File: src/rtl/float_minmax_reducer_pkg.sv
// Shared FP32 helpers for the min/max reduction engine.
//   FP32_CANONICAL_NAN : quiet NaN produced when both compare operands are NaN
//   isNaN / isSNaN     : FP32 NaN classification helpers
//   state_e            : reduction FSM states
package float_minmax_reducer_pkg;

    localparam logic [31:0] FP32_CANONICAL_NAN = 32'h7FC00000;

    typedef enum logic [1:0] {
        IDLE  = 2'd0,
        ACCUM = 2'd1,
        DONE  = 2'd2
    } state_e;

    function automatic logic isNaN(input logic [31:0] x);
        return (x[30:23] == 8'hFF) && (x[22:0] != 23'd0);
    endfunction

    // A signaling NaN has a non-zero fraction with the quiet bit clear.
    function automatic logic isSNaN(input logic [31:0] x);
        return (x[30:23] == 8'hFF) && (x[22:0] != 23'd0) && !x[22];
    endfunction

endpackage

File: src/rtl/float_minmax_reducer_if.sv
// Handshake bundle for float_minmax_reducer.
//   start_* : reduction request (seed, count, max/min select)
//   in_*    : element stream, one FP32 beat plus active mask
//   out_*   : reduced result and signaling-NaN flag
// modport slave is the reducer side, modport master is the requester side.
interface float_minmax_reducer_if #(
    parameter int COUNT_W = 12
);
    logic               start_valid;
    logic               start_ready;
    logic               start_bits_isMax;
    logic [31:0]        start_bits_seed;
    logic [COUNT_W-1:0] start_bits_count;

    logic               in_valid;
    logic               in_ready;
    logic [31:0]        in_bits_data;
    logic               in_bits_mask;

    logic               out_valid;
    logic               out_ready;
    logic [31:0]        out_bits_result;
    logic               out_bits_invalid;

    modport slave (
        input  start_valid, start_bits_isMax, start_bits_seed, start_bits_count,
        output start_ready,
        input  in_valid, in_bits_data, in_bits_mask,
        output in_ready,
        output out_valid, out_bits_result, out_bits_invalid,
        input  out_ready
    );

    modport master (
        output start_valid, start_bits_isMax, start_bits_seed, start_bits_count,
        input  start_ready,
        output in_valid, in_bits_data, in_bits_mask,
        input  in_ready,
        input  out_valid, out_bits_result, out_bits_invalid,
        output out_ready
    );
endinterface

File: src/rtl/float_minmax_reducer_float_compare.sv
// FloatCompare: combinational FP32 max/min of two operands.
//   a, b   : FP32 operands
//   isMax  : 1 selects the larger operand, 0 the smaller
//   result : selected operand; a lone NaN yields the other operand,
//            two NaNs yield the canonical quiet NaN
module FloatCompare
    import float_minmax_reducer_pkg::*;
(
    input  logic [31:0] a,
    input  logic [31:0] b,
    input  logic        isMax,
    output logic [31:0] result
);
    logic        a_nan;
    logic        b_nan;
    logic [31:0] key_a;
    logic [31:0] key_b;

    // Map sign-magnitude to an unsigned key whose ordering matches the
    // numeric ordering; -0 lands just below +0, giving the required
    // max(+0,-0)=+0 and min(+0,-0)=-0 without a special case.
    assign key_a = a[31] ? ~a : (a | 32'h8000_0000);
    assign key_b = b[31] ? ~b : (b | 32'h8000_0000);
    assign a_nan = isNaN(a);
    assign b_nan = isNaN(b);

    always_comb begin
        result = a;
        if (a_nan && b_nan) begin
            result = FP32_CANONICAL_NAN;
        end else if (a_nan) begin
            result = b;
        end else if (b_nan) begin
            result = a;
        end else if (isMax) begin
            result = (key_b > key_a) ? b : a;
        end else begin
            result = (key_b < key_a) ? b : a;
        end
    end
endmodule

File: src/rtl/float_minmax_reducer.sv
// float_minmax_reducer: sequential FP32 min/max reduction.
//   clock, reset : single clock, synchronous active-low reset
//   bus (slave)  : start request (seed/count/isMax), element stream
//                  (data/mask), result (value + signaling-NaN flag)
// A seed is latched in IDLE, count beats are folded in ACCUM (one per cycle,
// masked-off beats consumed but ignored) and the result is offered in DONE.
module float_minmax_reducer
    import float_minmax_reducer_pkg::*;
#(
    parameter int COUNT_W = 12
) (
    input  logic                  clock,
    input  logic                  reset,
    float_minmax_reducer_if.slave bus
);
    state_e             state_q, state_d;
    logic [31:0]        acc_q, acc_d;
    logic               is_max_q, is_max_d;
    logic [COUNT_W-1:0] remaining_q, remaining_d;
    logic               invalid_q, invalid_d;
    logic [31:0]        cmp_result;

    FloatCompare u_cmp (
        .a      (acc_q),
        .b      (bus.in_bits_data),
        .isMax  (is_max_q),
        .result (cmp_result)
    );

    // Outputs depend only on state and registers.
    assign bus.start_ready      = (state_q == IDLE);
    assign bus.in_ready         = (state_q == ACCUM);
    assign bus.out_valid        = (state_q == DONE);
    assign bus.out_bits_result  = (state_q == DONE) ? acc_q : 32'd0;
    assign bus.out_bits_invalid = (state_q == DONE) && invalid_q;

    always_comb begin
        state_d     = state_q;
        acc_d       = acc_q;
        is_max_d    = is_max_q;
        remaining_d = remaining_q;
        invalid_d   = invalid_q;
        case (state_q)
            IDLE: begin
                if (bus.start_valid) begin
                    acc_d       = bus.start_bits_seed;
                    is_max_d    = bus.start_bits_isMax;
                    remaining_d = bus.start_bits_count;
                    invalid_d   = isSNaN(bus.start_bits_seed);
                    state_d     = (bus.start_bits_count == '0) ? DONE : ACCUM;
                end
            end
            ACCUM: begin
                if (bus.in_valid) begin
                    if (bus.in_bits_mask) begin
                        acc_d     = cmp_result;
                        invalid_d = invalid_q | isSNaN(bus.in_bits_data);
                    end
                    // remaining is always >= 1 here, so this never wraps.
                    remaining_d = remaining_q - COUNT_W'(1);
                    if (remaining_q == COUNT_W'(1)) begin
                        state_d = DONE;
                    end
                end
            end
            DONE: begin
                if (bus.out_ready) begin
                    state_d = IDLE;
                end
            end
            default: begin
                state_d = IDLE;
            end
        endcase
    end

    always_ff @(posedge clock) begin
        if (!reset) begin
            state_q     <= IDLE;
            acc_q       <= 32'd0;
            is_max_q    <= 1'b0;
            remaining_q <= '0;
            invalid_q   <= 1'b0;
        end else begin
            state_q     <= state_d;
            acc_q       <= acc_d;
            is_max_q    <= is_max_d;
            remaining_q <= remaining_d;
            invalid_q   <= invalid_d;
        end
    end
endmodule

File: src/flat_wrapper.sv
// flat-port wrapper written by rule: the top's interface ports become plain ports
module float_minmax_reducer_flat import float_minmax_reducer_pkg::*;
#(
    parameter int COUNT_W = 12
)
  (clock, reset, bus_start_valid, bus_start_bits_isMax, bus_start_bits_seed, bus_start_bits_count, bus_start_ready, bus_in_valid, bus_in_bits_data, bus_in_bits_mask, bus_in_ready, bus_out_valid, bus_out_bits_result, bus_out_bits_invalid, bus_out_ready);
  float_minmax_reducer_if #(.COUNT_W(COUNT_W)) bus_i ();
  input  logic clock;
  input  logic reset;
  input wire logic [$bits(bus_i.start_valid)-1:0] bus_start_valid;
  input wire logic [$bits(bus_i.start_bits_isMax)-1:0] bus_start_bits_isMax;
  input wire logic [$bits(bus_i.start_bits_seed)-1:0] bus_start_bits_seed;
  input wire logic [$bits(bus_i.start_bits_count)-1:0] bus_start_bits_count;
  output wire logic [$bits(bus_i.start_ready)-1:0] bus_start_ready;
  input wire logic [$bits(bus_i.in_valid)-1:0] bus_in_valid;
  input wire logic [$bits(bus_i.in_bits_data)-1:0] bus_in_bits_data;
  input wire logic [$bits(bus_i.in_bits_mask)-1:0] bus_in_bits_mask;
  output wire logic [$bits(bus_i.in_ready)-1:0] bus_in_ready;
  output wire logic [$bits(bus_i.out_valid)-1:0] bus_out_valid;
  output wire logic [$bits(bus_i.out_bits_result)-1:0] bus_out_bits_result;
  output wire logic [$bits(bus_i.out_bits_invalid)-1:0] bus_out_bits_invalid;
  input wire logic [$bits(bus_i.out_ready)-1:0] bus_out_ready;
  assign bus_i.start_valid = bus_start_valid;
  assign bus_i.start_bits_isMax = bus_start_bits_isMax;
  assign bus_i.start_bits_seed = bus_start_bits_seed;
  assign bus_i.start_bits_count = bus_start_bits_count;
  assign bus_start_ready = bus_i.start_ready;
  assign bus_i.in_valid = bus_in_valid;
  assign bus_i.in_bits_data = bus_in_bits_data;
  assign bus_i.in_bits_mask = bus_in_bits_mask;
  assign bus_in_ready = bus_i.in_ready;
  assign bus_out_valid = bus_i.out_valid;
  assign bus_out_bits_result = bus_i.out_bits_result;
  assign bus_out_bits_invalid = bus_i.out_bits_invalid;
  assign bus_i.out_ready = bus_out_ready;
  float_minmax_reducer #(.COUNT_W(COUNT_W)) u_core (.clock(clock), .reset(reset), .bus(bus_i));
endmodule
File: config.mk
export PLATFORM = sky130hd
export DESIGN_NAME = float_minmax_reducer_flat
export DESIGN_NICKNAME = d
export VERILOG_FILES = /design/src/rtl/float_minmax_reducer_pkg.sv /design/src/rtl/float_minmax_reducer_if.sv /design/src/rtl/float_minmax_reducer_float_compare.sv /design/src/rtl/float_minmax_reducer.sv /design/src/flat_wrapper.sv
export SDC_FILE = /design/constraint.sdc
export NUM_CORES = 1
export LEC_CHECK = 0
export BUFFER_PORTS_ARGS = -buffer_cell sky130_fd_sc_hd__buf_4
export CORE_MARGIN = 4
export CORE_UTILIZATION = 55
export DETAILED_ROUTE_END_ITERATION = 7
export HOLD_SLACK_MARGIN = 0.15
export PLACE_DENSITY = 0.83
export SLEW_MARGIN = 15
export SYNTH_ARGS = -nofsm -noshare
export SYNTH_HDL_FRONTEND = slang
export SYNTH_SLANG_ARGS = --single-unit
File: constraint.sdc
create_clock -name clock -period 9.7 [get_ports clock]
set_clock_uncertainty 0.05 [all_clocks]
set_input_delay 1.455 -clock clock [delete_from_list [all_inputs] [get_ports clock]]
set_output_delay 1.455 -clock clock [all_outputs]
set_load 0.02 [all_outputs]
-- Yosys cells after proc, flatten, opt, wreduce, memory -nomap -nowiden
Cells that the tools add are included.
- bits in registers: 48
- output and inout port bits: 36
- multiplexer cells: 26
- reductions and logical operators: 20
- equal/unequal tests: 14
- order comparisons: 2
- bitwise logic cells: 3
- $add $sub $neg: 1
- operator list (kind ; number):
    $mux W32 ; 12
    $reduce_bool A23 Y1 ; 3
    $not A32 Y32 ; 2
    $pmux W32 S2 ; 1
    $gt A32 B32 Y1 ; 1
    $lt A32 B32 Y1 ; 1
    $eq A8 B8 Y1 const B ; 3
    $mux W12 ; 2
    $pmux W12 S2 ; 1
    $eq A12 B1 Y1 const B ; 1
    $logic_not A12 Y1 ; 1
    $sub A12 B1 Y12 const B ; 1
    $mux W2 ; 5
    $reduce_and A4 Y1 ; 2
    $logic_and A1 B1 Y1 ; 7
    $reduce_and A7 Y1 ; 1
    $ne A2 B2 Y1 const B ; 3
    $pmux W2 S3 ; 1
    $ne A5 B1 Y1 const B ; 1
    $ne A5 B5 Y1 const B ; 1
    $ne A2 B1 Y1 const B ; 2
    $ne A4 B3 Y1 const B ; 1
    $mux W1 ; 3
    $reduce_and A3 Y1 ; 1
    8 further kinds ; 9

-- Depth between registers and ports, before layout
Gate-level depths: netlist (run 1).
- depth after elaboration: 11
- depth in mapped cells: 13
- depth with buffers taken out: 9

-- Hierarchy
From an unflattened synthesis (run 1), not the netlist that was laid out.
- cells, all modules: 594
- area total of the unflattened synthesis: 4590.7 um2
- by module, submodules not included (module ; cells each ; area an instance (um2) ; times used):
    float_minmax_reducer ; 371 ; 2755.1 ; 1
    FloatCompare ; 223 ; 1835.5 ; 1

-- Worst setup path before layout (run 1)
Ideal clock, no wire load.
- path type: input to register
- from: input port bus_in_bits_data[31]
- to: register u_core.acc_q[24]
- data arrival time: 4.202 ns
- buffers on the path: 4
- cell stages on the path: 13
- setup time: 0.089 ns
- slack: 5.359 ns
- cell sequence: clkbuf_1 clkbuf_1 xor2_1 ha_1 nand4_1 nor3_1 a221oi_1 a21boi_0 a311o_1 and2_1 buf_2 buf_6 a311oi_2
- cells in the longest elaborated chain, start to end: 5
- elaborated cells between the ends (all ways): 7
- classes of those cells: order compare (2); eq/ne (2); mux (1); bitwise (1); reduce/logical (1)
- ends and longest elaborated chain (item ; line ; source):
    start, declared ; flat_wrapper.sv:16 ; input wire logic [$bits(bus_i.in_bits_data)-1:0] bus_in_bits_data;
    $not A32 Y32 ; float_minmax_reducer_float_compare.sv:23 ; assign key_b = b[31] ? ~b : (b | 32'h8000_0000);
    $mux W32 * ; float_minmax_reducer_float_compare.sv:23 ;
    $lt A32 B32 Y1 / $gt A32 B32 Y1 (equally long branches) ; float_minmax_reducer_float_compare.sv:38, float_minmax_reducer_float_compare.sv:36 ;
    $ne A5 B1 Y1 (no source line) / $ne A5 B5 Y1 (equally long branches) ; n/a ;
    $reduce_and A7 Y1 (no source line) * ; n/a ;
    end signal, assigned ; float_minmax_reducer.sv:80 ; acc_q <= 32'd0;
    end signal, assigned ; float_minmax_reducer.sv:86 ; acc_q <= acc_d;
    end, declared ; float_minmax_reducer.sv:17 ; logic [31:0] acc_q, acc_d;
Mark *: on every way between the ends. The rest lies on a longest branch, timed or not.
A chain may end at the register's enable or synchronous reset.

-- Worst setup path in the final report (run 1)
- from: input port bus_in_bits_data[31]
- to: register u_core.acc_q[3]
The elaborated chain is that of the path after synthesis.

==> run summary, run 1 <==
The flow ran to the end, and the final reports show no timing, DRC or antenna violations. The number of inserted filler cells in the final layout came out at 629. The wire-length estimate of the detail-placed layout is 10500 microns. The total wire length after detailed routing is 14300 microns, and the setup-violating endpoint count in the final report is 0. The initial utilization of the core area, before any placement, comes to 56.8%. The tree is rooted in a clkbuf_8. The post-route netlist has 26.6% of its cells at a drive strength greater than 1.

The portion of synthesized area spent on multiplexers is 0.680%. The cell that appears most often on the critical path is buf_4. The die area came out at 9530 sq um. Of the post-synthesis cell area, the dominant cell type holds 21.8%. The synthesized netlist devotes 21.9% of its cell area to simple gates. The post-detailed-route via-to-cell ratio works out to 6.42. The logs give 2 for the maximum buffer depth of the clock tree and 48 for the count of clock tree sinks.

Summing every instance area after synthesis gives 4420 sq um. The met2 usage came out at 49.5%. The logs give 34.8% for the met1 global-route usage and 416 for the count of routing violations after the opening detailed-route iteration. Data required time of the critical path: 9.81 ns. The logs give 4667 for the via count of the first global-routing pass and 545 for the synthesized instance count. Setup repair after global routing left no endpoint under its margin. Compared with the post-synthesis result, the final layout area differs by 22.7%. The routed layout has 4732 vias.

Number of buffer and inverter instances along the worst setup path: 2. Primary flip-flop cell chosen by synthesis mapping: dfxtp_1. The net count of the finished layout is 751.

Before antenna repair, the detailed router went through 5 iterations. The global-route track usage on met3 is 6.60%, and the worst-case reg-to-reg path depth is 8. The H-tree was split into 2 levels.

After synthesis, the largest family of logic cells by area is compound AO/OA/AOI/OAI gates. The final-report hold violation count is 0, and the overflow left after global routing is 0. Counting every net in the synthesized netlist gives 662. Walking the worst path, the cells encountered are buf_4 -> xor2_1 -> ha_1 -> nand4_1 -> nor3_1 -> a221oi_1 -> a2111oi_2 -> nor3_2 -> and2_1 -> buf_4 -> a311oi_1.

Initial antenna violation count: 0. Among cell families on the critical path, the largest total delay comes from simple AND/OR/NAND/NOR gates. The minimum period implied by the final worst setup slack is 4.41 ns. For this run, the slowest stage of the critical path takes 0.48 ns. The cell with the most instances after synthesis was nand2_1. The number of synthesized flops with an enable pin was 0. The overall global routing resource usage was 28.6%; the post-synthesis compound-gate area fraction was 27.9%. The number of buffers inserted by port buffering was 118.

The worst setup path is of the input pin to register kind. The final-layout worst hold slack is 0.437 ns, and the maximum vdd drop is 0.126 mV. The maximum number of pins on one net before global-route repair was 46; the hold-critical path depth was 2.

The synthesized netlist devotes 13.1% of its cell area to XOR and XNOR gates. In this run the static leakage power is 2.14 nW. Yosys attributes the largest share of cell area to dfxtp_1, a311oi_2, ha_1.

The path type of the worst min-delay path was register to register. The max-slew violation count was 0; the aggregate negative setup slack was 0 ns. The number of cells in the finished layout apart from fillers is 737, and the flop and latch count out of synthesis is 48. Counting the buffers created by CTS gives 5.

The congestion estimate from routability-driven global placement came to 0.902. Dividing total power by cell area gives a power density of 177 nW/um^2. STA puts the critical path data arrival time at 4.52 ns. In this run the tightest slew margin relative to its limit is 23.4%.

In this run the mean area of a mapped cell was 8.10 sq um. Clock transition at the register clock pins on the worst setup and hold paths after CTS: 0.11 ns. The worst setup path is launched from an input pin.

The critical path crosses 11 cells after its start point. The kind of end point of the critical path is a register. Across the run, the number of max-cap violations was 0.

In the routed design, unresolved DRC markers number 0. The final worst-path cycle share was 45.4%; the final routed wire length divided by cell count was 19.3 microns. Measured along the x axis, the die boundary spans 97.6 microns. The logs give 0 for the antenna diode count and 0 for the post-cts gate resize count. The share of the Yosys chip area taken by registers is 21.8%. From bottom edge to top edge, the die measures 97.6 microns.

The tools report the area of the core as 7770 sq um. The slew at the pin with the worst max-slew slack works out to 1.15 ns. The share of synthesized registers carrying an async set or reset was 0%. After Yosys synthesis, full adders, half adders and majority gates account for 9.63% of the synthesized area.

Clock latency on the worst-skew pair, taken at its later pin, is 0.32 ns. 119 I/O pins were placed. The fmax is 227 MHz.

The placed instance count was 729; the standard-cell row count was 32. The slowest stage of the critical path belongs to the cell and2_1. At the end of the flow the core is filled with cells to 69.8%.

The total of hold buffers inserted after clock tree synthesis is 0. Ranked by instance count, the synthesized netlist is headed by nand2_1, a21oi_1, dfxtp_1, clkbuf_1. The library cell occupying the most area in the post-synthesis netlist was dfxtp_1. The peak-usage layer in the global routing report is met2. The tools report the global-route wire length before repair as 22600 microns.

For this run, the number of Yosys warnings is 0. TritonCTS built the clock tree. The synthesized netlist contains 48 unique library cells. The number of setup buffers added after CTS is 0. The number of nets still failing antenna checks after routing was 0; the largest fanout on the critical path was 32.
==> area by class of cell <==
class | instances | area [sq um] | share of cell area (%)
inverters | 9 | 33.8 | 0.623
flip-flops and latches | 48 | 962 | 17.8
multi-input cells | 445 | 3240 | 59.8
clock buffers | 5 | 68.8 | 1.27
clock inverters | 3 | 50.0 | 0.924
well taps | 102 | 128 | 2.36
repair buffers | 125 | 938 | 17.3
==> sequential cells by signal, indices dropped and copies added (netlist names) <==
| name | cells |
|---|---|
| u_core.acc_q | 32 |
| u_core.invalid_q | 1 |
| u_core.is_max_q | 1 |
| u_core.remaining_q | 12 |
| u_core.state_q | 2 |
==> report_power, final <==
group | leakage [nW] | switching [mW] | total, mW | internal, mW
Sequential | 0.397 | 0.0706 | 0.308 | 0.237
Clock | 0.0607 | 0.0812 | 0.161 | 0.0797
Combinational | 1.68 | 0.271 | 0.491 | 0.220
Total | 2.14 | 0.423 | 0.960 | 0.537
==> per-stage QoR <==
stage               area, sq um  total power, mW  setup WS, ns
finish                     5420            0.960          5.29
global route               5420             1.02          5.06
CTS                        5420            0.952          5.32
detailed placement         5300            0.791          4.97
global placement           5300            0.769          5.12
floorplan                  4420            0.657          5.36
==> final timing paths <==
check                        start               endpoint  slack (ns)
max           bus_in_bits_data[31]        u_core.acc_q[3]        5.29
min          u_core.remaining_q[7]  u_core.remaining_q[7]        0.44
max reg2reg      u_core.state_q[0]        u_core.acc_q[3]        5.75
min reg2reg  u_core.remaining_q[7]  u_core.remaining_q[7]        0.44
==> logic make-up after synthesis <==
kind of cell | Yosys count
buffers and inverters | 52
xor gates and xnor gates | 66
and+or+nand+nor | 187
AOI/OAI and AO/OA | 155
DFF | 48
muxes | 3
adders and majority gates | 34
==> cell usage in the layout, fill, tap and decap left out, types with 2 or more instances in the layout <==
| master | count |
|---|---|
| a31oi_1 | 2 |
| nor4_1 | 20 |
| dfxtp_1 | 47 |
| a211oi_1 | 3 |
| o21ai_0 | 15 |
| xor2_1 | 33 |
| o21a_1 | 2 |
| nand4_1 | 17 |
| inv_1 | 8 |
| or3_1 | 3 |
| o22ai_1 | 2 |
| and2_1 | 34 |
| nand2b_1 | 5 |
| a21oi_1 | 54 |
| mux2i_1 | 3 |
| nor2_1 | 16 |
| a311oi_2 | 29 |
| clkbuf_8 | 5 |
| buf_4 | 125 |
| nand3_1 | 9 |
| nor2b_1 | 2 |
| nand2_1 | 61 |
| nor3_1 | 12 |
| ha_1 | 34 |
| a221oi_1 | 5 |
| xnor2_1 | 33 |
| or4_1 | 2 |
| o211ai_1 | 23 |
| o221ai_1 | 5 |
| o21ai_1 | 2 |
| a311oi_1 | 4 |
==> metal layers <==
layer	wire length, microns	up-vias	part of all wire [%]
li1	-	2209	-
met3	1210	28	8.5
met4	286	0	2.0
met5	0	-	0
met2	6980	254	49
met1	5780	2241	41
==> worst reg2reg max path, delay by kind of cell, from the launching register on <==
| kind | cells | cell delay (ns) |
|---|---|---|
| flops | 1 | 0.88 |
| compound gates | 4 | 1.56 |
| buf+inv | 1 | 0.47 |
| simple gates | 3 | 0.83 |
Power figures use the tool's default switching activity.
==> run 2, diff against run 1 <==
- ABC_AREA: not set -> 1
- CORE_UTILIZATION: 55 -> 49
- PLACE_DENSITY: 0.83 -> 0.78
- clock period: 9.7 -> 3.6 ns (I/O delays scaled with it)
==> run 2 against run 1 <==
Compared with the run above:
- utilization decreased by 8.5 points
- clock power increased to 2.5 times the previous value
- register-to-register slack got worse by 5.2 ns
- sequential power increased to 3.2 times the previous value
- cell area increased by 3.9%
- synthesized area increased by 4.4%
- power increased to 4.4 times the previous value
- setup slack got worse by 4.7 ns
- routed wire length decreased by 3.9%
- die area increased by 16%
- combinational power increased to 5.8 times the previous value
- critical endpoint is now u_core.acc_q[18]
==> run summary, run 2 <==
The share of total power dissipated in sequential elements is 23.4%. The tools report the overflow left after global routing as 0. The register-to-register setup slack was 0.56 ns.

The worst setup path is launched from a register. Dividing the detail-routed via count by the number of cells gives 5.43. The tools report the sequential share of the synthesized area as 20.8%. The worst setup timing slack at the placement stage was 0.318 ns; the global-route wire length before repair was 23000 microns. The tools report the final-report hold violation count as 0. Start-to-end type of the worst setup path: register to register. The worst hold path passes through 2 cells. For the H-tree level count, the log shows 2. Ratio of cells with drive above 1 in the final layout: 17.3%. For the worst setup path, the data required time is 3.76 ns.

The max-slew violation count was 0. The worst hold path begins at u_core.remaining_q[10]. In this run the power spent charging and discharging nets is 2.13 mW. Clock-pin slew was measured on the worst setup and hold paths at 0.10 ns. Together, buffers and inverters on the worst path number 2. The area of the core came out at 9200 sq um. The die covers 11000 sq um. The net count of the finished layout is 943.

The smallest clock period supported by the final layout is computed as 3.04 ns. Counting flops with a built-in enable in the synthesized netlist gives 0. The flop and latch count out of synthesis came out at 48. In the synthesized netlist, the cells that appear most often are nor2_1, nand2_1, inv_1, a21oi_1, dfxtp_1. The synthesized netlist devotes 16.2% of its cell area to compound gates. After routing the design area is 5630 sq um. For this run, design rule violations remaining after detail routing come to 0. The run gives 13700 microns as the total wire length after detailed routing. The repair_antennas step left the layout with diodes totalling 0. Top register by number of flip-flops: u_core.acc_q. Pin placement for this block handled 119 I/O pins. Across all layers, the routed design uses 5096 vias. On the final layout, the worst hold slack is 0.431 ns. The share of synthesized registers carrying an async set or reset works out to 0%. TritonCTS built the clock tree. The biggest area contributor in the post-synthesis netlist is dfxtp_1.

Static leakage power: 2.71 nW. The synthesized netlist devotes 9.22% of its cell area to adder and majority cells. Total of hold buffers inserted after clock tree synthesis: 0. After Yosys synthesis, XOR and XNOR cells account for 12.0% of the synthesized area. The largest registers in the layout are u_core.acc_q x32, u_core.remaining_q x12, u_core.state_q x2. In this run the critical register-to-register path is captured at u_core.acc_q[18]. The maximum number of pins on one net before global-route repair was 62; the area share of the largest cell type after synthesis was 20.8%. The share of synthesized area spent on multiplexers is 0.217%, and the via count of the first global-routing pass is 4917.

The initial antenna violation count came out at 0. The slowest cell on the critical path is dfxtp_2. Average cell area after synthesis: 6.27 sq um. The flow ran to the end, and the final reports show no timing, DRC or antenna violations. Primary flip-flop cell chosen by synthesis mapping: dfxtp_1.

Maximum buffer depth of the clock tree: 2. Broken down by cell family, the worst path's largest delay share belongs to simple AND/OR/NAND/NOR gates. At the pin with the least slew margin, the transition time is 0.840 ns.

Counting stages on the worst path, the most repeated cell is nand2_1. Compared with the post-synthesis result, the final layout area differs by 22.1%. The tools report the worst path arrival time as 3.20 ns. The synthesized instance count came out at 735. Yosys instantiated no cell more often than nor2_1. The combinational family with the most area after synthesis is simple AND/OR/NAND/NOR gates. Of the total power, combinational logic draws 67.0%.

The logs give 938 for the number of cells in the finished layout apart from fillers and 5 for the first-pass detailed-route iteration total. Port buffering added 118 buffers. In this run the tightest slew margin relative to its limit is 43.9%. The startpoint identified for the worst register-to-register timing path is u_core.acc_q[31]. Clock tree synthesis found a total of 48 sinks.

The logs give 5520 sq um for the cell area reported after detailed placement and 329 MHz for the fmax. The initial utilization of the core area, before any placement, comes to 50.1%. The tools report the placed instance count as 930. In this run switching power makes up 49.8% of total power. The die is 105 microns wide. The register with the most flip-flops in the layout has 32 of them.

The distinct cell type count after synthesis was 40; the area fraction in and, or, nand and nor cells after synthesis was 29.4%. The number of clock buffers added by TritonCTS is 5. The tools report the worst-case setup margin in the final layout as 0.559 ns. Internal power consumption: 2.14 mW. Floorplan die height: 105 microns.

The start point of the critical path is u_core.acc_q[31]. The library cell used most frequently in the layout, excluding fill and tap cells, is nor2_1. The critical path ends at u_core.acc_q[18]. The logs give 0 for the post-cts gate resize count and 0 for the setup-violating endpoint count in the final report.

The tool flagged a number of max-cap violations equal to 0. The tools report the count of routing violations after the opening detailed-route iteration as 194. In this run, the clock network consumes 9.6% of the power. The tools report the clock latency at the later pin of the worst-skew pair as 0.31 ns. Traced cell by cell, the critical path runs through buf_12 -> xnor2_1 -> ha_1 -> nand2_1 -> nor2_1 -> nand4_1 -> nor2_1 -> nand2_1 -> nand2_1 -> nand2_1 -> nand2_1 -> nand2_1 -> nand2_2 -> buf_12 -> nand3_1 -> nand2_1 -> nor2_1. Number of synthesis warnings: 0. Clock tree synthesis selected as its root buffer the cell clkbuf_8. Counting cells, the worst reg-to-reg path comes to 17. Number of nets still failing antenna checks after routing: 0. The library cells used most frequently in the layout, excluding fill and tap cells, are nor2_1, buf_4, nand2_1. After floorplanning, the core was divided into 35 placement rows. Synthesis produced a netlist with a net count of 852.

STA classifies the critical path endpoint as a register. The power per cell area was 757 nW/um^2; the final worst-path cycle share was 84.5%. The run gives 10400 microns as the HPWL after detailed placement. The congestion estimate from routability-driven global placement came to 0.931.

For this run, the slowest stage of the critical path takes 0.53 ns. The setup fix buffers added after clock tree synthesis was 0. In this run the worst path has a maximum fanout of 48. Adding up every negative setup slack in the final design gives 0 ns. By area the synthesized netlist is led by dfxtp_1, nor2_1, nand2_1. The maximum vdd drop is 0.516 mV, and the post-synthesis instance area is 4610 sq um. The critical path runs through a total of 17 cells. Setup repair after global routing left no endpoint under its margin. In this run the worst hold path is classified as register to register. Dividing the detail-routed wire length by the instance count gives 14.6 microns. The tools report the number of inserted filler cells in the final layout as 882. Global routing consumed, over all layers together, 24.7% of the routing resources.
-- run 2: power groups by stage --
| stage | combinational, mW | sequential (mW) | clock (mW) |
|---|---|---|---|
| 3_3_place_gp | 2.71 | 0.998 | 0 |
| 3_5_place_dp | 2.83 | 1.01 | 0 |
| 5_1_grt | 3.26 | 1.03 | 0.431 |
| 2_1_floorplan | 2.27 | 0.913 | 0 |
| 6_report | 2.86 | 0.997 | 0.409 |
| 4_1_cts | 2.85 | 0.993 | 0.410 |
-- run 2: cells by family after synthesis --
logic type,count (synthesis)
fa+ha+maj,34
buf+inv,132
mux,1
xor+xnor,63
compound gates,128
flops,48
simple gates,329
-- run 2: worst min-delay path by stage --
stage | to | slack (ns)
3_5_place_dp | u_core.remaining_q[10] | 0.42
6_report | u_core.remaining_q[10] | 0.43
2_1_floorplan | u_core.remaining_q[10] | 0.40
4_1_cts | u_core.remaining_q[10] | 0.43
5_1_grt | u_core.remaining_q[8] | 0.46
3_3_place_gp | u_core.remaining_q[10] | 0.41
-- run 2: layout make-up --
class                           count  area [sq um]  area share (%)
Tap cell                          111           139            2.47
Sequential cell                    48           962            17.1
Multi-Input combinational cell    555          3100            55.1
Timing Repair Buffer              125           976            17.3
Inverter                           91           347            6.15
Clock inverter                      2          35.0           0.622
Clock buffer                        6          72.6            1.29
-- run 2: worst reg2reg max path: cells and delay by family, from the launching register on --
family | cells | cell delay, ns
xor gates and xnor gates | 1 | 0.10
DFF | 1 | 0.53
adders and majority gates | 1 | 0.31
and+or+nand+nor | 13 | 1.42
buffers and inverters | 2 | 0.53
-- run 2: layer usage --
layer	vias to the layer above	GRT usage, %	wire, microns
met4	0	8.25	303
met1	2271	31.8	5960
met3	30	5.06	1220
li1	2568	-	-
met5	-	0	0
met2	227	41.0	6210
-- run 2: through the flow --
step | total power, mW | util [%]
after floorplan | 3.18 | -
after global placement | 3.71 | 60.1
after detailed placement | 3.83 | 60.1
after CTS | 4.26 | 61.2
after global routing | 4.72 | 61.2
final | 4.27 | 61.2
==> run 3, diff against run 2 <==
- ABC_AREA: 1 -> 0
- CORE_UTILIZATION: 49 -> 54
- PLACE_DENSITY: 0.78 -> 0.82
- clock period: 3.6 -> 3 ns (I/O delays scaled with it)
==> run 3 against run 2 <==
Compared with the run above:
- sequential power is 3.5% lower
- non-clock buffer count is 33 higher
- the flow now finishes with violations (setup timing)
- maximum frequency is 2.5% lower
- register-to-register slack worse by 0.68 ns
- sequential cell count stayed put
- utilization is 14 points higher
- hold slack worse by 0.085 ns
==> run summary, run 3 (synthesis gave the netlist of run 1 again) <==
The run finished, with violations left. The final reports fail on setup timing. The die area is 9690 sq um. The count of routing violations after the opening detailed-route iteration was 645.

Path type of the worst min-delay path: input pin to register. The slew at the pin with the worst max-slew slack is 0.736 ns, and the overall global routing resource usage is 28.6%. In the layout the commonest cells are buf_4, nand2_1, a21oi_1. Power spread over the standard cell area amounts to 598 nW/um^2. Of the available clock period, the critical path in the final layout requires 104%. The worst slew margin relative to its limit came out at 50.5%. The ratio of cells with drive above 1 in the final layout is 32.0%, and the TritonCTS buffer count is 5. Start-to-end type of the worst setup path: register to register. The largest registers in the layout are u_core.acc_q x32, u_core.remaining_q x12, u_core.state_q x2.

In this run the clock root is driven by a clkbuf_8. Once detail routing completed, the nets flagged for antenna violations numbered 0. The total wire length after detailed routing was 16600 microns; the via count of the first global-routing pass was 4748. The clock drives 48 sinks.

The aggregate negative setup slack is -1.93 ns. Routability-driven placement finished with a final weighted congestion of 0.945. The routed layout has 5187 vias. Across the VDD grid, the largest voltage drop is 0.329 mV. The run gives 0 as the final-report hold violation count. Along the worst path, the maximum fanout reaches 5. The initialized floorplan defines 32 standard-cell rows. The worst path arrival time came out at 3.24 ns.

For the overflow left after global routing, the log shows 0. The antenna diode count was 0; the initial antenna violation count was 0. Worst-case reg-to-reg path depth: 13.

The H-tree was split into 2 levels. Setup violations remaining at the end of the flow were counted as 31. Along the worst hold path, the cell count comes to 3. Kind of end point of the critical path: a register.

The clock latency at the later pin of the worst-skew pair is 0.31 ns, and the maximum number of pins on one net before global-route repair is 44. The fmax is 321 MHz. The logs give 0 for the remaining design rule violation count and -0.119 ns for the worst-case setup margin in the final layout. The initial utilization of the core area, before any placement, comes to 56.3%. The core region is 7850 sq um. The final routed wire length divided by cell count came out at 21.6 microns.

The tools report the type of element launching the critical path as a register. The analysis attributes to cell leakage a power of 2.39 nW. For the first-pass detailed-route iteration total, the log shows 5.

The run gives 3.12 ns as the data required time of the critical path. Setup repair after global routing could not meet its margin everywhere. TritonCTS built the clock tree. The floorplan die height was 98.4 microns; the die width was 98.4 microns. After clock tree synthesis, the clock-pin slew on the worst setup and hold paths is 0.10 ns. The final layout contains 784 nets.

The register with the most flip-flops in the layout has 32 of them. Hold is met by 0.345 ns. Counting flops per register, the top entry is u_core.acc_q.

Post-detailed-route via-to-cell ratio: 6.74. The max-slew violation count was 0. The maximum buffer depth of the clock tree came out at 2.

The global-route wire length before repair is 23000 microns. The number of max-cap violations is 0, and the count of boundary I/O pins is 119. The most common cell after layout, fill and taps aside was buf_4. After legalization and detailed placement, the total HPWL measured 11200 microns. For the finished layout, the period the worst path requires is 3.12 ns. Number of buffers inserted by port buffering: 118. At the placement stage, the worst setup path has a slack of -0.186 ns. The synthesis-to-finish area growth works out to 33.7%.
-- run 3: critical path: stages, from the launching register on --
cell and delay, ns:
dfxtp_4 0.41, buf_12 0.16, xnor2_1 0.13, ha_1 0.32, nand4_1 0.23, buf_4 0.23
nor2_1 0.16, a22oi_1 0.14, a2111oi_2 0.43, nor3_2 0.14, buf_4 0.18, clkbuf_16 0.16
a21oi_1 0.18, a311oi_2 0.06
-- run 3: where the power goes --
part / total, mW / internal, mW / leakage [nW] / switching [mW]
clock: 0.537 / 0.295 / 0.0645 / 0.242
sequential: 0.962 / 0.768 / 0.398 / 0.194
combinational: 2.03 / 0.936 / 1.93 / 1.09
-- run 3: metrics by stage --
| stage | total power, mW | cells | utilization (%) | area, sq um |
|---|---|---|---|---|
| final | 3.53 | 770 | 75.2 | 5900 |
| after floorplan | 2.14 | 545 | - | 4460 |
| after detailed placement | 2.67 | 747 | 69.8 | 5480 |
| after CTS | 3.21 | 755 | 71.4 | 5610 |
| after global placement | 2.60 | 747 | 69.8 | 5480 |
| after global routing | 3.71 | 770 | 75.2 | 5900 |
-- run 3: layout make-up --
cell class / instances / area [sq um]
Tap cell: 102 / 128
Multi-Input combinational cell: 445 / 3310
Sequential cell: 48 / 965
Clock inverter: 1 / 30.0
Fill cell: 602 / 1940
Inverter: 9 / 33.8
Timing Repair Buffer: 158 / 1340
Clock buffer: 7 / 96.3
-- run 3: timing repair --
| action | in CTS | in global routing |
|---|---|---|
| setup endpoints to repair | 0 | 32 |
| gates resized for setup | 0 | 21 |
| hold buffers | 0 | 0 |
| buffers inserted | 0 | 8 |
-- run 3: path summary, 6_finish.rpt --
check	from	endpoint	slack [ns]
worst max-delay path	u_core.acc_q[31]	u_core.acc_q[7]	-0.12
worst min-delay path	reset	u_core.state_q[1]	0.35
worst max register to register	u_core.acc_q[31]	u_core.acc_q[7]	-0.12
worst min register to register	u_core.invalid_q	u_core.invalid_q	0.43
-- run 3: per-layer routing --
metal  wire [microns]  GRT usage [%]  share of wire [%]  up-vias
met5                0              0                  0        -
met1             6260           36.4                 38     2426
li1                 -              -                  -     2281
met3             1820           6.79                 11       81
met4              693           11.4                4.2        0
met2             7830           46.8                 47      399
